### src/rtl/alarm_chime.sv
// Hourly chime and settable alarm driving the piezo buzzer from the running BCD time.
// Owns the debounced alarm-set and stop buttons.
module alarm_chime #(
  parameter int unsigned CLK_HZ     = 50_000_000,
  parameter int unsigned LO_HZ      = 500,
  parameter int unsigned HI_HZ      = 1000,
  parameter int unsigned DEB_CYCLES = 1_000_000,
  parameter int unsigned RING_SEC   = 60
) (
  input  logic       CLK_50M,
  input  logic       CR,
  input  logic [7:0] Hour,
  input  logic [7:0] Minute,
  input  logic [7:0] Second,
  input  logic       Alarm_EN,
  input  logic       Set_AlmMin,
  input  logic       Set_AlmHour,
  input  logic       Alarm_Stop,
  output logic [7:0] Alm_Hour,
  output logic [7:0] Alm_Min,
  output logic       Ringing,
  output logic       Buzzer
);

  localparam int unsigned LO_HALF  = CLK_HZ / (2 * LO_HZ);
  localparam int unsigned HI_HALF  = CLK_HZ / (2 * HI_HZ);
  localparam int unsigned LO_W     = $clog2(LO_HALF + 1);
  localparam int unsigned HI_W     = $clog2(HI_HALF + 1);
  localparam int unsigned DEB_W    = $clog2(DEB_CYCLES + 1);
  localparam int unsigned RING_W   = $clog2(RING_SEC + 1);
  localparam int unsigned NBTN     = 3;
  localparam int unsigned BTN_MIN  = 0;
  localparam int unsigned BTN_HOUR = 1;
  localparam int unsigned BTN_STOP = 2;

  typedef enum logic {IDLE, RING} state_e;

  state_e            state_q, state_d;
  logic [RING_W-1:0] ring_cnt_q, ring_cnt_d;
  logic [7:0]        alm_hour_q, alm_hour_d;
  logic [7:0]        alm_min_q, alm_min_d;
  logic [7:0]        prev_sec_q, prev_sec_d;
  logic [DEB_W-1:0]  deb_cnt_q [NBTN];
  logic [DEB_W-1:0]  deb_cnt_d [NBTN];
  logic [NBTN-1:0]   deb_lvl_q, deb_lvl_d;
  logic [NBTN-1:0]   deb_prev_q, deb_prev_d;
  logic [NBTN-1:0]   evt_q, evt_d;
  logic [LO_W-1:0]   lo_cnt_q, lo_cnt_d;
  logic [HI_W-1:0]   hi_cnt_q, hi_cnt_d;
  logic              lo_q, lo_d;
  logic              hi_q, hi_d;
  logic              buzz_q, buzz_d;

  logic [NBTN-1:0]   raw;
  logic              tick, trigger, lo_chime, hi_chime;

  // BCD increment with wrap from `last` back to 00.
  function automatic logic [7:0] bcd_inc(input logic [7:0] v, input logic [7:0] last);
    if (v == last) return 8'h00;
    if (v[3:0] == 4'h9) return {v[7:4] + 4'h1, 4'h0};
    return v + 8'h01;
  endfunction

  assign raw = {Alarm_Stop, Set_AlmHour, Set_AlmMin};

  always_comb begin
    deb_lvl_d  = deb_lvl_q;
    deb_prev_d = deb_lvl_q;
    evt_d      = deb_lvl_q & ~deb_prev_q;
    for (int i = 0; i < NBTN; i++) begin
      deb_cnt_d[i] = '0;
      if (raw[i] != deb_lvl_q[i]) begin
        if (deb_cnt_q[i] == DEB_W'(DEB_CYCLES - 1)) deb_lvl_d[i] = raw[i];
        else                                        deb_cnt_d[i] = deb_cnt_q[i] + DEB_W'(1);
      end
    end

    lo_cnt_d = lo_cnt_q + LO_W'(1);
    lo_d     = lo_q;
    if (lo_cnt_q == LO_W'(LO_HALF - 1)) begin
      lo_cnt_d = '0;
      lo_d     = ~lo_q;
    end
    hi_cnt_d = hi_cnt_q + HI_W'(1);
    hi_d     = hi_q;
    if (hi_cnt_q == HI_W'(HI_HALF - 1)) begin
      hi_cnt_d = '0;
      hi_d     = ~hi_q;
    end

    alm_min_d  = evt_q[BTN_MIN]  ? bcd_inc(alm_min_q, 8'h59)  : alm_min_q;
    alm_hour_d = evt_q[BTN_HOUR] ? bcd_inc(alm_hour_q, 8'h23) : alm_hour_q;

    prev_sec_d = Second;
    tick       = (Second != prev_sec_q);
    trigger    = tick && Alarm_EN && (Hour == alm_hour_q) && (Minute == alm_min_q)
                 && (Second == 8'h00);

    state_d    = state_q;
    ring_cnt_d = ring_cnt_q;
    case (state_q)
      IDLE: begin
        if (trigger && !evt_q[BTN_STOP]) begin
          state_d    = RING;
          ring_cnt_d = '0;
        end
      end
      RING: begin
        if (!Alarm_EN || evt_q[BTN_STOP]) begin
          state_d = IDLE;
        end else if (tick) begin
          ring_cnt_d = ring_cnt_q + RING_W'(1);
          if (ring_cnt_d == RING_W'(RING_SEC)) state_d = IDLE;
        end
      end
      default: state_d = IDLE;
    endcase

    lo_chime = (Minute == 8'h59) && ((Second == 8'h51) || (Second == 8'h53) ||
                                     (Second == 8'h55) || (Second == 8'h57));
    hi_chime = (Minute == 8'h00) && (Second == 8'h00);

    // Alarm beeps on even seconds and overrides both chimes.
    if (state_q == RING) buzz_d = hi_q & ~Second[0];
    else if (hi_chime)   buzz_d = hi_q;
    else if (lo_chime)   buzz_d = lo_q;
    else                 buzz_d = 1'b0;
  end

  always_ff @(posedge CLK_50M) begin
    if (CR) begin
      state_q    <= IDLE;
      ring_cnt_q <= '0;
      alm_hour_q <= 8'h00;
      alm_min_q  <= 8'h00;
      prev_sec_q <= 8'h00;
      for (int i = 0; i < NBTN; i++) deb_cnt_q[i] <= '0;
      deb_lvl_q  <= '0;
      deb_prev_q <= '0;
      evt_q      <= '0;
      lo_cnt_q   <= '0;
      hi_cnt_q   <= '0;
      lo_q       <= 1'b0;
      hi_q       <= 1'b0;
      buzz_q     <= 1'b0;
    end else begin
      state_q    <= state_d;
      ring_cnt_q <= ring_cnt_d;
      alm_hour_q <= alm_hour_d;
      alm_min_q  <= alm_min_d;
      prev_sec_q <= prev_sec_d;
      for (int i = 0; i < NBTN; i++) deb_cnt_q[i] <= deb_cnt_d[i];
      deb_lvl_q  <= deb_lvl_d;
      deb_prev_q <= deb_prev_d;
      evt_q      <= evt_d;
      lo_cnt_q   <= lo_cnt_d;
      hi_cnt_q   <= hi_cnt_d;
      lo_q       <= lo_d;
      hi_q       <= hi_d;
      buzz_q     <= buzz_d;
    end
  end

  assign Alm_Hour = alm_hour_q;
  assign Alm_Min  = alm_min_q;
  assign Ringing  = (state_q == RING);
  assign Buzzer   = buzz_q;

endmodule

### config.mk
export PLATFORM = sky130hd
export DESIGN_NAME = alarm_chime
export DESIGN_NICKNAME = d
export VERILOG_FILES = /design/src/rtl/alarm_chime.sv
export SDC_FILE = /design/constraint.sdc
export NUM_CORES = 1
export LEC_CHECK = 0
export ABC_AREA = 1
export BUFFER_PORTS_ARGS = -buffer_cell sky130_fd_sc_hd__buf_4
export CAP_MARGIN = 20
export CELL_PAD_IN_SITES_DETAIL_PLACEMENT = 0
export CELL_PAD_IN_SITES_GLOBAL_PLACEMENT = 2
export CORE_MARGIN = 4
export CORE_UTILIZATION = 25
export CTS_CLUSTER_DIAMETER = 40
export DETAILED_ROUTE_END_ITERATION = 7
export PLACE_DENSITY_LB_ADDON = 0.1
export SLEW_MARGIN = 15
export SYNTH_ARGS = -nofsm -noshare
export SYNTH_HDL_FRONTEND = slang
export SYNTH_SLANG_ARGS = --single-unit
### constraint.sdc
create_clock -name CLK_50M -period 2.8 [get_ports CLK_50M]
set_clock_uncertainty 0.2 [all_clocks]
set_input_delay 0.28 -clock CLK_50M [delete_from_list [all_inputs] [get_ports CLK_50M]]
set_output_delay 0.28 -clock CLK_50M [all_outputs]
set_load 0.02 [all_outputs]
; ---- Yosys cells after proc, flatten, opt, wreduce, memory -nomap -nowiden
; Memory sizes are Yosys's and may differ from the RTL's.
; Index checks and enable logic that the tools add are counted.
[word_totals]
mem_bits_rw = 60
inputBits = 30
n_memories = 1
ff_bits = 74
word_cells = 119
[classes]
muxes = 38
reduce_logical = 21
n_bitwise = 10
eq_ne = 24
add_sub_neg = 10
[memory_table]
columns = memory, words, width, read_ports, rd_ports_with_merged_regs, write_ports, line_no
row1 = deb_cnt_q, 3, 20, 3, 0, 3, 43  ; logic [DEB_W-1:0] deb_cnt_q [NBTN];
[op_table]
columns = operator, count
row1 = $mux W20, 9
row2 = $mux W8, 8
row3 = $add A20 B1 Y20 const B, 3
row4 = $eq A20 B20 Y1 const B, 3
row5 = $eq A8 B7 Y1 const B, 6
row6 = $mux W6, 3
row7 = $add A16 B1 Y16 const B, 1
row8 = $add A8 B1 Y8 const B, 2
row9 = $eq A16 B16 Y1 const B, 1
row10 = $eq A8 B8 Y1, 2
row11 = $logic_not A8 Y1, 2
row12 = $mux W1, 16
row13 = $add A15 B1 Y15 const B, 1
row14 = $eq A15 B15 Y1 const B, 1
row15 = $pmux W6 S2, 1
row16 = $add A4 B1 Y4 const B, 2
row17 = $eq A4 B4 Y1 const B, 2
row18 = $eq A8 B6 Y1 const B, 1
row19 = $ne A8 B8 Y1, 1
row20 = $logic_and A1 B1 Y1, 7
row21 = $add A6 B1 Y6 const B, 1
row22 = $eq A6 B6 Y1 const B, 1
row23 = $reduce_and A2 Y1, 3
row24 = $logic_or A1 B1 Y1, 4
row25 = 12 further kinds, 22

; ---- Depth between registers and ports, before layout
[logic_depth]
word_depth = 8
mapped_depth = 12
depth_no_buf = 12

; ---- Least setup slack after synthesis
; Ideal clock, no wire load.
[synth_timing]
path_kind = register to register
startpoint = register alm_min_q[0], in the netlist Alm_Min[0]
endpoint = register ring_cnt_q[0]
period_less_slack_ns = 1.748
stages_incl_launch_ff = 11
t_arrival_ns = 1.433
path_slack_ns = 1.052
path_cell_list = dfxtp_1 inv_1 a21oi_1 nand2_1 nor2_1 nand3_1 o21bai_2 buf_6 nand3_1 nand2_1 nor2_1
[synth_between]
elab_chain_cells = 6
[synth_lines]
columns = item, line_no
row1 = start: declaration, 41  ; logic [7:0] alm_min_q, alm_min_d;
row2 = start signal: assignment, 150  ; alm_min_q <= alm_min_d;
row3 = $eq A8 B8 Y1, 96  ; trigger = tick && Alarm_EN && (Hour == alm_hour_q) && (Minute == alm_min_q)
row4 = $logic_and A1 B1 Y1, 96
row5 = $logic_and A1 B1 Y1, 97  ; && (Second == 8'h00);
row6 = $logic_and A1 B1 Y1, 103  ; if (trigger && !evt_q[BTN_STOP]) begin
row7 = $ne A2 B2 Y1 (no source line), --
row8 = $reduce_and A3 Y1 (no source line), --
row9 = end signal: assignment, 148  ; ring_cnt_q <= ring_cnt_d;
row10 = end: declaration, 39  ; logic [RING_W-1:0] ring_cnt_q, ring_cnt_d;
; Every way passes these cells.
; A chain may end at the register's enable or synchronous reset.

; ---- Final worst setup path
[layout_timing]
startpoint = input port Second[5]
endpoint = register ring_cnt_q[1]
[layout_between]
elab_chain_cells = 8
[layout_lines]
columns = item, line_no
row1 = start: declaration, 14  ; input logic [7:0] Second,
row2 = $ne A8 B8 Y1, 95  ; tick = (Second != prev_sec_q);
row3 = $logic_and A1 B1 Y1 (3 in a row), 96
row4 = $logic_and A1 B1 Y1, 97
row5 = $logic_and A1 B1 Y1, 103
row6 = $ne A2 B2 Y1 (no source line), --
row7 = $reduce_and A3 Y1 (no source line) *, --
; Mark *: on every way between the ends. The rest lies on a longest branch, timed or not.

==> impl_metrics.tcl <==
set metrics [dict create \
    worstReg2RegEnd "deb_cnt_q[0][14]" \
    place_hpwl_mm 12.6 \
    ys_seq_area_share_pct 40.1 \
    first_pass_iters 4 \
    worstSetupPathType "input pin to flop" \
    synth_cell_types 45 \
    cts_tree "built" \
    synthesis.nets 979 \
    use_met1_pct 16.1 \
    synth_area_um2 6690 \
    cp_common_cell "nand2_1" \
    drtIter0Drc 271 \
    leakagePower_nw 3.14 \
    diodes 0 \
    max_freq_ghz 0.413 \
    track_usage_pct 12.1 \
    totalWireLength_mm 17.0 \
    cts-root-buf "clkbuf_16" \
    cp_max_fo 12 \
    powerDensity_nw_per_um2 564 \
    fp.dieArea_um2 29400 \
    postCtsSetupBuffers 0 \
    viasPerCell 4.31 \
    die_h_um 172 \
    io_buffers 47 \
    dp_slack_ns 0.544 \
    cp_slowest_cell "dlygate4sd3_1" \
    crit_buf_inv 2 \
    r2r_start "deb_cnt_q[0][0]" \
    slew_headroom_pct 60.0 \
    min_path_type "input pin to flop" \
    synthCells 934 \
    whs_path_depth 2 \
    required_ns 2.91 \
    cp_top_family "simple AND/OR/NAND/NOR gates" \
    synth.avg_cell_area_um2 7.16 \
    critPathLaunch "Second[5]" \
    core_um2 26200 \
    vdd_ir_drop_max_mv 0.334 \
    grt_overflow 0 \
    worst_setup_path_end_kind "flop" \
    r2r_cells 10 \
    synth-main-ff-cell "dfxtp_1" \
    cts.path.max_buffers 2 \
    nets 1047 \
    clk_latency_ns 0.42 \
    cts_num_sinks 134 \
    synthToLayoutAreaGrowth_pct 22.2 \
    maxCapViolCount 0 \
    ioPinCount 48 \
    final_antenna_net_count 0 \
    antenna_found_initial 0 \
    critPathLaunchType "input pin" \
    drcViolationCount 0 \
    crit_path_cell_trace "dlygate4sd3_1, buf_4, nor2_1, nand2_1, nor2_2, nand2_1, nor2_2, nand2_1, o21bai_2, nand2_1, nor2_1, nor2_1" \
    cts.clk_slew.worst_paths_ns 0.06 \
    grt_util_met3_pct 2.90 \
    ctsHoldBuffers 11 \
    rsz0062_at_grt "no" \
    grt_pass1_wl_mm 28.5 \
    grt_pass1_vias 5771 \
    start_util_pct 25.5 \
    tightest_slew_ns 0.598 \
    gp_congestion 0.718 \
    async_flop_share_pct 0 \
    status "completed" \
    final.setup.worst_slack_ns 0.376 \
    finalSetupViolCount 0 \
    slew_viol_final 0 \
    layout-drive-gt1-share_pct 13.4 \
    grt_max_degree 25 \
    crit_arrival_ns 2.53 \
    finalHoldViolCount 0 \
    cts_resized 0 \
    setup-tns-final_ns 0 \
    htreeDepth 4 \
    min_from "CR" \
    numCtsBuffers 17 \
    wl_per_cell_um 12.6 \
    synth_edf_count 0 \
    yosysWarningCount 0 \
    die_w_um 172 \
    period_share_pct 86.6 \
    core.rowCount 59 \
    grt-busiest-layer "met2" \
    min_period_ns 2.42 \
    ys_ff_latch 134 \
    grtUsageMet2_pct 19.7 \
    cpPeakStageDelay_ns 0.53 \
    reg2reg_slack_ns 0.72 \
    vias 5813 \
    holdPathEnd "prev_sec_q[7]" \
]
[Yosys cell counts (5+ instances only)]
| cell | number | share of area [%] |
|---|---|---|
| inv_2 | 5 | 0.28 |
| ha_1 | 15 | 2.8 |
| nor3_1 | 44 | 3.3 |
| or2_2 | 5 | 0.47 |
| nand2_1 | 182 | 10 |
| dfxtp_1 | 134 | 40 |
| xnor2_1 | 15 | 2.0 |
| o21ai_0 | 21 | 1.6 |
| inv_1 | 129 | 7.2 |
| nor2_4 | 6 | 1.0 |
| nor4_1 | 12 | 1.1 |
| nor2_2 | 13 | 1.2 |
| nand4_1 | 16 | 1.5 |
| nand3_1 | 49 | 3.7 |
| nand2_2 | 8 | 0.75 |
| nand3_2 | 7 | 1.0 |
| nor2_1 | 130 | 7.3 |
| a21oi_1 | 58 | 4.3 |
| xor2_1 | 28 | 3.7 |
[through the flow]
step           utilization, %  hold WS, ns  instance area, um^2  power [mW]  cells
5_1_grt                  31.2       0.0509                 8170        4.81   1350
6_report                 31.2       0.0377                 8170        4.61   1350
3_5_place_dp             28.3        0.185                 7420        2.15   1307
2_1_floorplan               -        0.173                 6690        2.07    934
4_1_cts                  31.2       0.0348                 8170        4.72   1350
3_3_place_gp             28.3        0.179                 7420        2.15   1307
[area by class of cell]
class                   instances  area [um^2]
repair buffers                 62          493
fillers                      2884        18000
well taps                     335          419
clock buffers                  20          447
flip-flops and latches        134         2680
inverters                     136          510
multi-input cells             651         3420
clock inverters                12          200
[cells in the final DEF, fill, tap and decap left out, types with 21 or more instances in the layout]
master | Yosys | layout
xor2_1 | 28 | 28
nand2_1 | 182 | 182
a21oi_1 | 58 | 58
o21ai_0 | 21 | 21
buf_4 | 2 | 51
dfxtp_1 | 134 | 134
nor3_1 | 44 | 44
inv_1 | 129 | 129
nand3_1 | 49 | 49
nor2_1 | 130 | 130
[worst max-delay path by stage]
stage,slack (ns),end,depth (start not counted)
floorplan,1.05,ring_cnt_q[0],10
global placement,0.56,ring_cnt_q[1],12
detailed placement,0.54,ring_cnt_q[1],11
CTS,0.44,ring_cnt_q[1],12
global route,0.30,ring_cnt_q[1],13
finish,0.38,ring_cnt_q[1],12
[state kept, by name (all words and copies together), names as in the netlist]
name / flops
Alm_Hour: 8
deb_cnt_q: 60
lo_q: 1
hi_q: 1
lo_cnt_q: 16
Alm_Min: 8
hi_cnt_q: 15
deb_lvl_q: 3
ring_cnt_q: 6
Buzzer: 1
Ringing: 1
evt_q: 3
deb_prev_q: 3
prev_sec_q: 8
[where the power goes]
part	total [mW]	leakage, nW	internal (mW)	switching [mW]
Clock	2.50	0.307	1.61	0.896
Sequential	1.93	1.08	1.92	0.0102
Combinational	0.177	1.75	0.0735	0.103
Total	4.61	3.14	3.60	1.01
[metal layers]
metal | vias to the layer above | share of wire (%)
met5 | - | 0
met4 | 0 | 0.97
met3 | 11 | 3.1
met2 | 59 | 46
met1 | 2611 | 50
li1 | 3132 | -
[cell families (layout without fill, tap and decap cells)]
kind of cell,after synthesis,in the layout,synth area share (%)
AND/OR/NAND/NOR,492,492,34.3
buffers and inverters,149,230,8.75
flip-flops,134,134,40.1
AO/OA/AOI/OAI,100,100,8.27
XOR/XNOR,43,43,5.63
adder cells (fa/ha/maj),15,15,2.81
multiplexers,1,1,0.150
Note: power is estimated with default switching activity, not from simulation.
